==> src/rtl/board_pkg.sv <==
// Shared types and geometry for the board mover: 48x17 sprite, 816-word ROM.
package board_pkg;
    localparam int BOARD_W     = 48;
    localparam int BOARD_H     = 17;
    localparam int BOARD_DEPTH = 816;

    typedef enum logic [1:0] {TOP, MOV_DN, BOTTOM, MOV_UP} board_state_t;
    typedef logic [9:0] pix_t;
endpackage

==> src/rtl/board_mover_if.sv <==
// Raster/control bundle between the VGA side and board_mover.
// Handshake: no valid/ready; inputs are sampled every Clk, outputs are valid one cycle later.
interface board_mover_if;
    import board_pkg::*;

    logic         frame_clk;
    logic         trigger;
    pix_t         DrawX;
    pix_t         DrawY;
    pix_t         board_addr;
    logic         is_board;
    pix_t         board_y;
    logic         at_bottom;
    board_state_t state_dbg;

    modport master (
        output frame_clk, trigger, DrawX, DrawY,
        input  board_addr, is_board, board_y, at_bottom, state_dbg
    );

    modport slave (
        input  frame_clk, trigger, DrawX, DrawY,
        output board_addr, is_board, board_y, at_bottom, state_dbg
    );
endinterface

==> src/rtl/board_addr_gen.sv <==
// Combinational sprite bounds check and ROM address (y*48 + x) for the board.
module board_addr_gen
    import board_pkg::*;
#(
    parameter int BOARD_X = 200
) (
    input  pix_t draw_x_i,
    input  pix_t draw_y_i,
    input  pix_t board_y_i,
    output logic in_bounds_o,
    output pix_t addr_o
);
    localparam logic [10:0] X_LO = 11'(BOARD_X);
    localparam logic [10:0] X_HI = 11'(BOARD_X + BOARD_W);

    logic [10:0] y_hi;
    logic        x_in;
    logic        y_in;
    pix_t        x_off;
    pix_t        y_off;

    // Bounds are widened to 11 bits so a board near row 1023 cannot wrap.
    assign y_hi  = {1'b0, board_y_i} + 11'(BOARD_H);
    assign x_in  = ({1'b0, draw_x_i} >= X_LO) && ({1'b0, draw_x_i} < X_HI);
    assign y_in  = (draw_y_i >= board_y_i) && ({1'b0, draw_y_i} < y_hi);
    assign x_off = draw_x_i - X_LO[9:0];
    assign y_off = draw_y_i - board_y_i;

    assign in_bounds_o = x_in && y_in;
    assign addr_o      = (y_off << 5) + (y_off << 4) + x_off;
endmodule

==> src/rtl/board_mover.sv <==
// Moving-platform FSM, position register and registered sprite address output.
// Optional: define BOARD_AUTO_RETURN_EN to make the board rise again when trigger is released.
module board_mover
    import board_pkg::*;
#(
    parameter int BOARD_X = 200,
    parameter int Y_TOP   = 100,
    parameter int Y_BOT   = 160,
    parameter int STEP    = 4
) (
    input logic         Clk,
    input logic         Reset_n,
    board_mover_if.slave bus
);
    localparam logic [10:0] Y_TOP_W = 11'(Y_TOP);
    localparam logic [10:0] Y_BOT_W = 11'(Y_BOT);
    localparam logic [10:0] STEP_W  = 11'(STEP);

    board_state_t state_q, state_d;
    pix_t         board_y_q, board_y_d;
    pix_t         addr_q;
    logic         is_board_q;
    logic         frame_q;
    logic         tick;
    logic [10:0]  dn_sum;
    pix_t         down_y;
    pix_t         up_y;
    logic         in_bounds;
    pix_t         addr_c;

    assign tick   = bus.frame_clk && !frame_q;
    assign dn_sum = {1'b0, board_y_q} + STEP_W;
    assign down_y = (dn_sum >= Y_BOT_W) ? Y_BOT_W[9:0] : dn_sum[9:0];
    assign up_y   = ({1'b0, board_y_q} <= (Y_TOP_W + STEP_W)) ? Y_TOP_W[9:0]
                                                               : board_y_q - STEP_W[9:0];

    always_comb begin
        state_d   = state_q;
        board_y_d = board_y_q;
        if (tick) begin
            unique case (state_q)
                TOP: begin
                    if (bus.trigger) begin
                        board_y_d = down_y;
                        state_d   = (down_y == Y_BOT_W[9:0]) ? BOTTOM : MOV_DN;
                    end
                end
                MOV_DN: begin
`ifdef BOARD_AUTO_RETURN_EN
                    if (!bus.trigger) begin
                        board_y_d = up_y;
                        state_d   = (up_y == Y_TOP_W[9:0]) ? TOP : MOV_UP;
                    end else begin
                        board_y_d = down_y;
                        state_d   = (down_y == Y_BOT_W[9:0]) ? BOTTOM : MOV_DN;
                    end
`else
                    board_y_d = down_y;
                    state_d   = (down_y == Y_BOT_W[9:0]) ? BOTTOM : MOV_DN;
`endif
                end
                BOTTOM: begin
`ifdef BOARD_AUTO_RETURN_EN
                    if (!bus.trigger) state_d = MOV_UP;
`endif
                    board_y_d = Y_BOT_W[9:0];
                end
                MOV_UP: begin
                    // Re-pressing the lever reverses the board on the same tick.
                    if (bus.trigger) begin
                        board_y_d = down_y;
                        state_d   = (down_y == Y_BOT_W[9:0]) ? BOTTOM : MOV_DN;
                    end else begin
                        board_y_d = up_y;
                        state_d   = (up_y == Y_TOP_W[9:0]) ? TOP : MOV_UP;
                    end
                end
                default: begin
                    state_d   = TOP;
                    board_y_d = Y_TOP_W[9:0];
                end
            endcase
        end
    end

    board_addr_gen #(.BOARD_X(BOARD_X)) u_addr_gen (
        .draw_x_i    (bus.DrawX),
        .draw_y_i    (bus.DrawY),
        .board_y_i   (board_y_q),
        .in_bounds_o (in_bounds),
        .addr_o      (addr_c)
    );

    always_ff @(posedge Clk) begin
        if (!Reset_n) begin
            state_q    <= TOP;
            board_y_q  <= Y_TOP_W[9:0];
            addr_q     <= '0;
            is_board_q <= 1'b0;
            frame_q    <= 1'b0;
        end else begin
            state_q    <= state_d;
            board_y_q  <= board_y_d;
            addr_q     <= in_bounds ? addr_c : '0;
            is_board_q <= in_bounds;
            frame_q    <= bus.frame_clk;
        end
    end

    assign bus.board_addr = addr_q;
    assign bus.is_board   = is_board_q;
    assign bus.board_y    = board_y_q;
    assign bus.at_bottom  = (state_q == BOTTOM);
    assign bus.state_dbg  = state_q;
endmodule

==> src/flat_wrapper.sv <==
// flat-port wrapper written by rule: the top's interface ports become plain ports
module board_mover_flat import board_pkg::*;
#(
    parameter int BOARD_X = 200,
    parameter int Y_TOP   = 100,
    parameter int Y_BOT   = 160,
    parameter int STEP    = 4
)
  (Clk, Reset_n, bus_frame_clk, bus_trigger, bus_DrawX, bus_DrawY, bus_board_addr, bus_is_board, bus_board_y, bus_at_bottom, bus_state_dbg);
  board_mover_if bus_i ();
  input logic Clk;
  input logic Reset_n;
  input wire logic [$bits(bus_i.frame_clk)-1:0] bus_frame_clk;
  input wire logic [$bits(bus_i.trigger)-1:0] bus_trigger;
  input wire logic [$bits(bus_i.DrawX)-1:0] bus_DrawX;
  input wire logic [$bits(bus_i.DrawY)-1:0] bus_DrawY;
  output wire logic [$bits(bus_i.board_addr)-1:0] bus_board_addr;
  output wire logic [$bits(bus_i.is_board)-1:0] bus_is_board;
  output wire logic [$bits(bus_i.board_y)-1:0] bus_board_y;
  output wire logic [$bits(bus_i.at_bottom)-1:0] bus_at_bottom;
  output wire logic [$bits(bus_i.state_dbg)-1:0] bus_state_dbg;
  assign bus_i.frame_clk = bus_frame_clk;
  assign bus_i.trigger = bus_trigger;
  assign bus_i.DrawX = bus_DrawX;
  assign bus_i.DrawY = bus_DrawY;
  assign bus_board_addr = bus_i.board_addr;
  assign bus_is_board = bus_i.is_board;
  assign bus_board_y = bus_i.board_y;
  assign bus_at_bottom = bus_i.at_bottom;
  assign bus_state_dbg = bus_i.state_dbg;
  board_mover #(.BOARD_X(BOARD_X), .Y_TOP(Y_TOP), .Y_BOT(Y_BOT), .STEP(STEP)) u_core (.Clk(Clk), .Reset_n(Reset_n), .bus(bus_i));
endmodule
==> config.mk <==
export PLATFORM = sky130hd
export DESIGN_NAME = board_mover_flat
export DESIGN_NICKNAME = d
export VERILOG_FILES = /design/src/rtl/board_pkg.sv /design/src/rtl/board_mover_if.sv /design/src/rtl/board_addr_gen.sv /design/src/rtl/board_mover.sv /design/src/flat_wrapper.sv
export SDC_FILE = /design/constraint.sdc
export NUM_CORES = 1
export LEC_CHECK = 0
export BUFFER_PORTS_ARGS = -buffer_cell sky130_fd_sc_hd__buf_2
export CAP_MARGIN = 30
export CORE_MARGIN = 3
export CORE_UTILIZATION = 30
export DETAILED_ROUTE_END_ITERATION = 10
export RECOVER_POWER = 100
export SLEW_MARGIN = 30
export SYNTH_ARGS = -nofsm -noshare
export SYNTH_HDL_FRONTEND = slang
export SYNTH_SLANG_ARGS = --single-unit
==> constraint.sdc <==
create_clock -name Clk -period 7 [get_ports Clk]
set_clock_uncertainty 0.2 [all_clocks]
set_input_delay 1.05 -clock Clk [delete_from_list [all_inputs] [get_ports Clk]]
set_output_delay 1.05 -clock Clk [all_outputs]
set_load 0.03 [all_outputs]
======== Word level (Yosys, flattened, before mapping) ========
Cells that the tools add are included.
word-level totals
  bits in registers ....................... 24
  input port bits ......................... 24
  output and inout port bits .............. 24
operators by class
  add/sub/neg operators ................... 7
  order comparisons ....................... 6
  equal/unequal tests ..................... 6
  multiplexer cells ....................... 10
  reductions and logical operators ........ 10
operator list
  cell                   count
  $mux 10                4
  $pmux 10 s4            1
  $add 10x10->10         2
  $add 10x3->11 const B  1
  $add 10x5->11 const B  1
  $ge 11x8->1 const B    1
  $lt 10x11->1           1
  $eq 10x7->1 const B    1
  $eq 10x8->1 const B    1
  $ge 10x10->1           1
  $ge 10x8->1 const B    1
  $le 10x7->1 const B    1
  $lt 10x8->1 const B    1
  $sub 10x3->10 const B  1
  $sub 10x8->10 const B  1
  $mux 2                 4
  $pmux 2 s3             1
  $sub 6x6->6            1
  $eq 2x2->1 const B     2
  $logic_and 1x1->1      4
  $reduce_and 2->1       2
  $reduce_and 3->1       1
  $reduce_bool 3->1      1
  $eq 2x1->1 const B     1
  3 further kinds        3

======== Logic depth before layout (Yosys ltp) ========
Gate-level depths: netlist (run 1).
  word-level depth ........................ 7
  gate-level depth with buffers ........... 16
  depth with buffers taken out ............ 16

======== Hierarchy ========
A second synthesis (run 1) with hierarchy kept.
second synthesis, totals
  cells, all modules ...................... 298
  area, all modules ....................... 2,481.1 um2
by module, submodules not included
  module          instances  cells an instance  area each (um2)
  board_mover     1          159                1,355.0
  board_addr_gen  1          139                1,126.1

======== Least setup slack after synthesis (run 1) ========
No wires, ideal clock.
  path kind ............................... input port to flip-flop
  start point ............................. input bus_DrawY[0]
  end point ............................... register u_core.addr_q[9], in the netlist u_core.bus.board_addr[9]
  setup time .............................. 0.115 ns
  arrival ................................. 3.846 ns
  data required time ...................... 6.685 ns
  slack ................................... 2.839 ns
  stages on the path ...................... 16
  path buffers ............................ 0
  cell sequence ........................... inv_1 -> ha_1 -> inv_1 -> fa_1 -> xnor2_1 -> fa_1 -> inv_1 -> ha_1 -> inv_1 -> fa_1 -> inv_1 -> a21o_1 -> a21oi_1 -> xnor3_1 -> xnor2_1 -> and2_1
between the ends
  longest elaborated chain between the ends .. 4
  elaborated cells between the ends (all ways) .. 8
RTL lines
  what                                                    line                RTL
  from (decl)                                             flat_wrapper.sv:16  input wire logic [$bits(bus_i.DrawY)-1:0] bus_DrawY;
  branches (longest 4 deep; another with $add 10x10->10)  n/a
  to (signal assigned)                                    board_mover.sv:104  addr_q <= in_bounds ? addr_c : '0;
  to (decl)                                               board_mover.sv:21   pix_t addr_q;
Parallel ways; which one is timed is not known.
A chain may end at the register's enable or synchronous reset.

======== Worst setup path in the final report (run 1) ========
  start point ............................. input bus_DrawY[1]
  end point ............................... register u_core.addr_q[9], in the netlist u_core.bus.board_addr[9]
Same word-level chain as after synthesis.

==> results of run 1 <==
metrics by stage:
| step | instances | util [%] |
|---|---|---|
| 2_1_floorplan | 279 | - |
| 3_3_place_gp | 421 | 34.9 |
| 3_5_place_dp | 421 | 34.9 |
| 4_1_cts | 425 | 35.6 |
| 5_1_grt | 425 | 34.7 |
| 6_report | 425 | 34.7 |
power groups by stage:
stage | Clock (mW) | Sequential, mW | Combinational [mW]
after global placement | 0 | 0.154 | 0.213
final | 0.0935 | 0.151 | 0.214
after CTS | 0.0998 | 0.151 | 0.221
after floorplan | 0 | 0.156 | 0.169
after global routing | 0.103 | 0.152 | 0.244
after detailed placement | 0 | 0.154 | 0.220
state kept, by name, indices dropped and copies added, names as in the netlist:
signal	count
u_core.bus.state_dbg	2
u_core.bus.is_board	1
u_core.bus.board_addr	10
u_core.frame_q	1
u_core.bus.board_y	10
kinds of logic after synthesis:
family | Yosys count | synth area share [%]
AND/OR/NAND/NOR | 87 | 21.2
AO/OA/AOI/OAI | 58 | 17.4
buffers and inverters | 43 | 8.07
adder cells (fa/ha/maj) | 41 | 23.2
XOR/XNOR | 25 | 9.68
flip-flops | 24 | 20.0
multiplexers | 1 | 0.416
tightest hold or removal path, stage by stage (launching register included):
cell and delay (ps):
dfxtp_1 320, nor2b_1 90, o32ai_2 100
cell usage in the layout, fill, tap and decap left out, types with 6 or more instances in the layout:
cell type	instances
nand2_1	12
dfxtp_1	24
and2_0	7
buf_2	21
clkbuf_1	26
nor3_1	8
a31oi_1	6
nor4_1	10
nand3_1	10
fa_1	6
ha_1	35
a21oi_1	14
xnor2_1	21
inv_1	33
nor2_1	11
nand4_1	6
nor2b_1	7
o21ai_0	10
worst min-delay path by stage:
stage,start,endpoint,slack (ps),cells past startpoint
2_1_floorplan,u_core.frame_q,u_core.bus.state_dbg[0],290,2
3_3_place_gp,u_core.frame_q,u_core.bus.state_dbg[0],340,2
3_5_place_dp,u_core.frame_q,u_core.bus.state_dbg[0],340,2
4_1_cts,u_core.frame_q,u_core.bus.state_dbg[0],370,2
5_1_grt,u_core.frame_q,u_core.bus.state_dbg[0],400,2
6_report,u_core.frame_q,u_core.bus.state_dbg[0],360,2
routing by layer:
| layer | track usage (%) | share of wire [%] | vias to the layer above |
|---|---|---|---|
| met2 | 22.9 | 46 | 68 |
| li1 | - | - | 1080 |
| met4 | 2.13 | 0.94 | 0 |
| met3 | 2.68 | 6.6 | 6 |
| met1 | 18.2 | 47 | 1003 |
| met5 | 0 | 0 | - |
layout make-up:
cell class	count	area, um2
fillers	852	5070
multi-input cells	212	1690
flip-flops and latches	24	480
repair buffers	47	203
inverters	36	136
well taps	102	128
clock buffers	4	55.1
==> results.toml, run 1 <==
[detailed_routing]
first_pass_iters = 4
via_count = 2157
routedWlPerCell_um = 14.3
finalWirelength_mm = 6.08
viasPerCell = 5.08
drc_errors = 0
drt_iter0_markers = 115
antenna_left = 0

[cts]
root_buffer = "clkbuf_8"
tritoncts = "built"
cts_setup_buffers = 0
clock_latency_ps = 270
clock_path_buffers = 2
cts_sinks = 24
htreeDepth = 1
post_cts_resize_count = 0
cts_hold_buf = 0
clk_pin_slew_worst_paths_ps = 80
cts_buffers = 3

[grt]
grt_usage_pct = 13.5
grt_max_degree = 15
grt_pass1_vias = 2079
gr-total-overflow = 0
grt_pass1_wl_mm = 9.87
antenna_found_initial = 0

[worst_setup_path]
required_ps = 6960
crit_slowest_cell = "fa_1"
reg2reg_depth = 14
critPathCapture = "u_core.bus.board_addr[9]"
worstSetupPathType = "input pin to flop"
arrival_ps = 4140
crit_chain = "buf_2 > ha_1 > nor2b_1 > o21a_1 > o21ai_0 > nand2_1 > fa_1 > inv_1 > ha_1 > ha_1 > a21o_1 > a21oi_1 > xnor3_1 > xnor2_1 > and2_0"
critPathCaptureType = "flop"
critical_path.max_fanout = 3
crit_path_max_incr_delay_ps = 520
r2r-start = "u_core.bus.board_y[2]"
crit_cells = 15
r2r_slack_ps = 2910
cp-start-kind = "input pin"
crit_start = "bus_DrawY[1]"
cpMostUsedCell = "ha_1"
r2r_end = "u_core.bus.board_addr[9]"
crit_family = "adder cells"
crit_buf_inv = 2

[power]
ir_worst_vdd_mv = 0.0759
clock_power_share_pct = 20.4
cellPowerDensity_mw_per_mm2 = 170
switchingPower_mw = 0.170
combinationalPowerShare_pct = 46.7
p_leak_nw = 1.18
power_mw = 0.459
power_frac_seq_pct = 32.9
sw_frac_of_total_pct = 37.0
p_int_mw = 0.289

[final_layout]
syn2layout_area_growth_pct = 12.1
antennaDiodeCount = 0
layout-drive-gt1-share_pct = 10.8
layout.nets = 389
design_area_mm2 = 0.00269

[synthesis]
synth.most_common_cell = "ha_1"
synthArstFlopShare_pct = 0
syn-num-nets = 344
synth-seq-cells = 24
syn_inst = 279
netlist.area_leader.share_pct = 20.0
synth_warnings = 0
synthTopCellsByCount = "ha_1 (35), inv_1 (33), dfxtp_1 (24), xnor2_1 (21), a21oi_1 (14)"
ys.flop_type = "dfxtp_1"
netlist-cell-type-count = 52
synth_area_per_cell_um2 = 8.61
synthTopCellsByArea = "dfxtp_1 (20%), ha_1 (18%), xnor2_1 (7.7%)"
ys_seq_area_share_pct = 20.0
yosysTopAreaCell = "dfxtp_1"
synth_area_mm2 = 0.00240
synth_edf_count = 0

[timing]
setup-violations-final = 0
rsz0062_at_grt = "false"
fin_hold_ws_ps = 357
drv_slew = 0
worst_pin_slew_ps = 1360
max_freq_ghz = 0.239
period_minus_slack_ps = 4180
min_period_over_period_pct = 59.7
setup_tns_ps = 0
finalHoldViolCount = 0
relSlewSlack_pct = 8.74
timing.final.ws_setup_ps = 2820

[place]
io_buffers = 47
dp_hpwl_mm = 4.97
pre_cts_slack_ps = 2520
dpl_cell_area_mm2 = 0.00271
gp_congestion = 0.850

[floorplanning]
die_h_um = 95.5
fp.dieW_um = 95.5
initial_utilization_pct = 30.9
dieArea_mm2 = 0.00912
std_cell_rows = 32
io_pins = 48
core_mm2 = 0.00777

[flow_run]
cap_violations = 0

[hold_path]
worstHoldPathType = "flop to flop"

[outcome]
status = "complete, no violations"
Power figures use the tool's default switching activity.
==> run 2, diff against run 1 <==
- ABC_AREA: unset -> 1
- clock period: 7 -> 4.1 ns (I/O delays scaled with it)
==> results.toml, run 2 <==
[outcome]
status = "complete, no violations"

[synthesis]
synthTopCellsByArea = "dfxtp_1 (19%), ha_1 (17%), nand2_1 (11%)"
synth_mux_area_share_pct = 0
yosysTopAreaCell = "dfxtp_1"
netlist-cell-type-count = 34
synthAdderAreaFrac_pct = 22.1
synth_top_family_by_area = "simple AND/OR/NAND/NOR gates"
syn_inst = 364
synth-compound-area-share_pct = 10.2
synthTopCellsByCount = "nand2_1 (72), inv_1 (49), ha_1 (35), nand3_1 (30), nor2_1 (25)"
synthArstFlopShare_pct = 0
synth_xor_area_share_pct = 6.19
synth_edf_count = 0
ys.flop_type = "dfxtp_1"
synth_area_per_cell_um2 = 6.94
synth.most_common_cell = "nand2_1"
synth_area_mm2 = 0.00252
synth-seq-cells = 24
ys_seq_area_share_pct = 19.0
synth-simple-area-share_pct = 30.9
syn-num-nets = 429
netlist.area_leader.share_pct = 19.0
synth_warnings = 0

[grt]
grt_usage_pct = 13.4
grt_pass1_vias = 2314
grt_pass1_wl_mm = 10.7
antenna_found_initial = 0
grt_max_degree = 15
gr-total-overflow = 0

[cts]
htreeDepth = 1
cts_hold_buf = 0
clk_pin_slew_worst_paths_ps = 80
root_buffer = "clkbuf_8"
tritoncts = "built"
cts_sinks = 24
clock_path_buffers = 2
cts_buffers = 3
post_cts_resize_count = 0
cts_setup_buffers = 0
clock_latency_ps = 270

[floorplanning]
core_mm2 = 0.00793
die_h_um = 97.7
dieArea_mm2 = 0.00955
io_pins = 48
std_cell_rows = 32
fp.dieW_um = 97.7
initial_utilization_pct = 31.8

[power]
power_mw = 1.05
ir_worst_vdd_mv = 0.141
p_leak_nw = 1.45
cellPowerDensity_mw_per_mm2 = 360

[worst_setup_path]
crit_start = "bus_DrawY[0]"
crit_slowest_cell = "fa_1"
required_ps = 4040
r2r_slack_ps = 300
reg2reg_depth = 17
r2r-start = "u_core.bus.board_y[2]"
crit_path_max_incr_delay_ps = 510
worstSetupPathType = "input pin to flop"
critPathCaptureType = "flop"
arrival_ps = 3770
cpMostUsedCell = "inv_1"
critical_path.max_fanout = 2
cp-start-kind = "input pin"
crit_chain = "buf_2 > inv_1 > ha_1 > inv_1 > fa_1 > xnor2_1 > fa_1 > inv_1 > ha_1 > inv_1 > fa_1 > o21ai_0 > xor2_1 > or2_2 > nand2_1 > nand3_1 > nand2_1 > nor2_1"
critPathCapture = "u_core.bus.board_addr[9]"
r2r_end = "u_core.bus.board_addr[9]"

[timing]
setup-violations-final = 0
drv_slew = 0
finalHoldViolCount = 0
fin_hold_ws_ps = 325
rsz0062_at_grt = "false"
setup_tns_ps = 0
worst_pin_slew_ps = 1100
min_period_over_period_pct = 93.4
period_minus_slack_ps = 3830
relSlewSlack_pct = 26.0
max_freq_ghz = 0.261

[detailed_routing]
drt_iter0_markers = 112
antenna_left = 0
finalWirelength_mm = 6.30
routedWlPerCell_um = 12.2
drc_errors = 0
viasPerCell = 4.72
first_pass_iters = 4
via_count = 2445

[final_layout]
design_area_mm2 = 0.00291
antennaDiodeCount = 0
layout-drive-gt1-share_pct = 14.7
final_cells = 518
final_cell_mix = "nand2_1 (75), inv_1 (50), ha_1 (35)"
final_common_cell = "nand2_1"
layout.nets = 482
syn2layout_area_growth_pct = 15.3
fillers = 868

[place]
io_buffers = 47
dp.cells = 514
gp_congestion = 0.884
dp_hpwl_mm = 5.37
dpl_cell_area_mm2 = 0.00289

[flow_run]
cap_violations = 0

[hold_path]
worstHoldPathType = "flop to flop"
## run 2: changes by cell type in the layout (fill, tap and decap cells not counted), sizes merged, moves of 7 or more
cell / change
and2: -9
inv: +23
nand2: +64
nand3: +20
nor2: +29
nor2b: -7
nor4: -9
o21ai: +11
xnor2: -18
xor2: +11
## run 2: logic make-up (layout without fill, tap and decap cells)
| family | Yosys count | count (layout) |
|---|---|---|
| AOI/OAI and AO/OA | 47 | 47 |
| xor gates and xnor gates | 17 | 17 |
| adders and majority gates | 41 | 41 |
| buffers and inverters | 68 | 120 |
| DFF | 24 | 24 |
| and+or+nand+nor | 167 | 167 |
## run 2: worst min-delay path by stage
stage                            startpoint  slack (ps)                  endpoint  cells past startpoint
CTS                 u_core.bus.state_dbg[0]         340   u_core.bus.state_dbg[0]                      2
finish              u_core.bus.state_dbg[0]         320   u_core.bus.state_dbg[0]                      2
floorplan                    u_core.frame_q         310     u_core.bus.board_y[8]                      3
global route                   bus_DrawX[3]         350  u_core.bus.board_addr[3]                      2
detailed placement  u_core.bus.state_dbg[0]         330   u_core.bus.state_dbg[0]                      2
global placement    u_core.bus.state_dbg[0]         320   u_core.bus.state_dbg[0]                      2
## run 2: layout make-up
cell class	count	area [um2]	share of cell area (%)
inverters	60	228	7.82
multi-input cells	272	1740	59.8
flip-flops and latches	24	480	16.5
clock buffers	3	41.3	1.42
repair buffers	56	263	9.03
clock inverters	1	30.0	1.03
well taps	102	128	4.39
## run 2: worst max-delay path, delay by kind of cell
family | cells | cell delay (ps)
adders and majority gates | 5 | 1800
and+or+nand+nor | 5 | 510
buffers and inverters | 5 | 320
xor gates and xnor gates | 2 | 290
AOI/OAI and AO/OA | 1 | 220
## run 2: per-layer routing
layer  vias up  part of all wire, %  wire (um)  GRT usage [%]
li1       1277                    -          -              -
met1      1096                   48       3050           17.8
met2        68                   45       2860           22.7
met3         4                  5.7        361           2.93
met4         0                 0.49         31           2.02
met5         -                    0          0              0
## run 2: power breakdown
part / internal (mW) / switching (mW) / total (mW)
combinational: 0.234 / 0.350 / 0.584
sequential: 0.243 / 0.0151 / 0.258
clock: 0.131 / 0.0758 / 0.206
total: 0.608 / 0.441 / 1.05
## run 2: metrics by stage
step	setup WS [ps]	util (%)
floorplan	105	-
global route	19.2	36.7
detailed placement	-30.7	36.5
global placement	18.2	36.5
finish	271	36.7
CTS	253	37.4
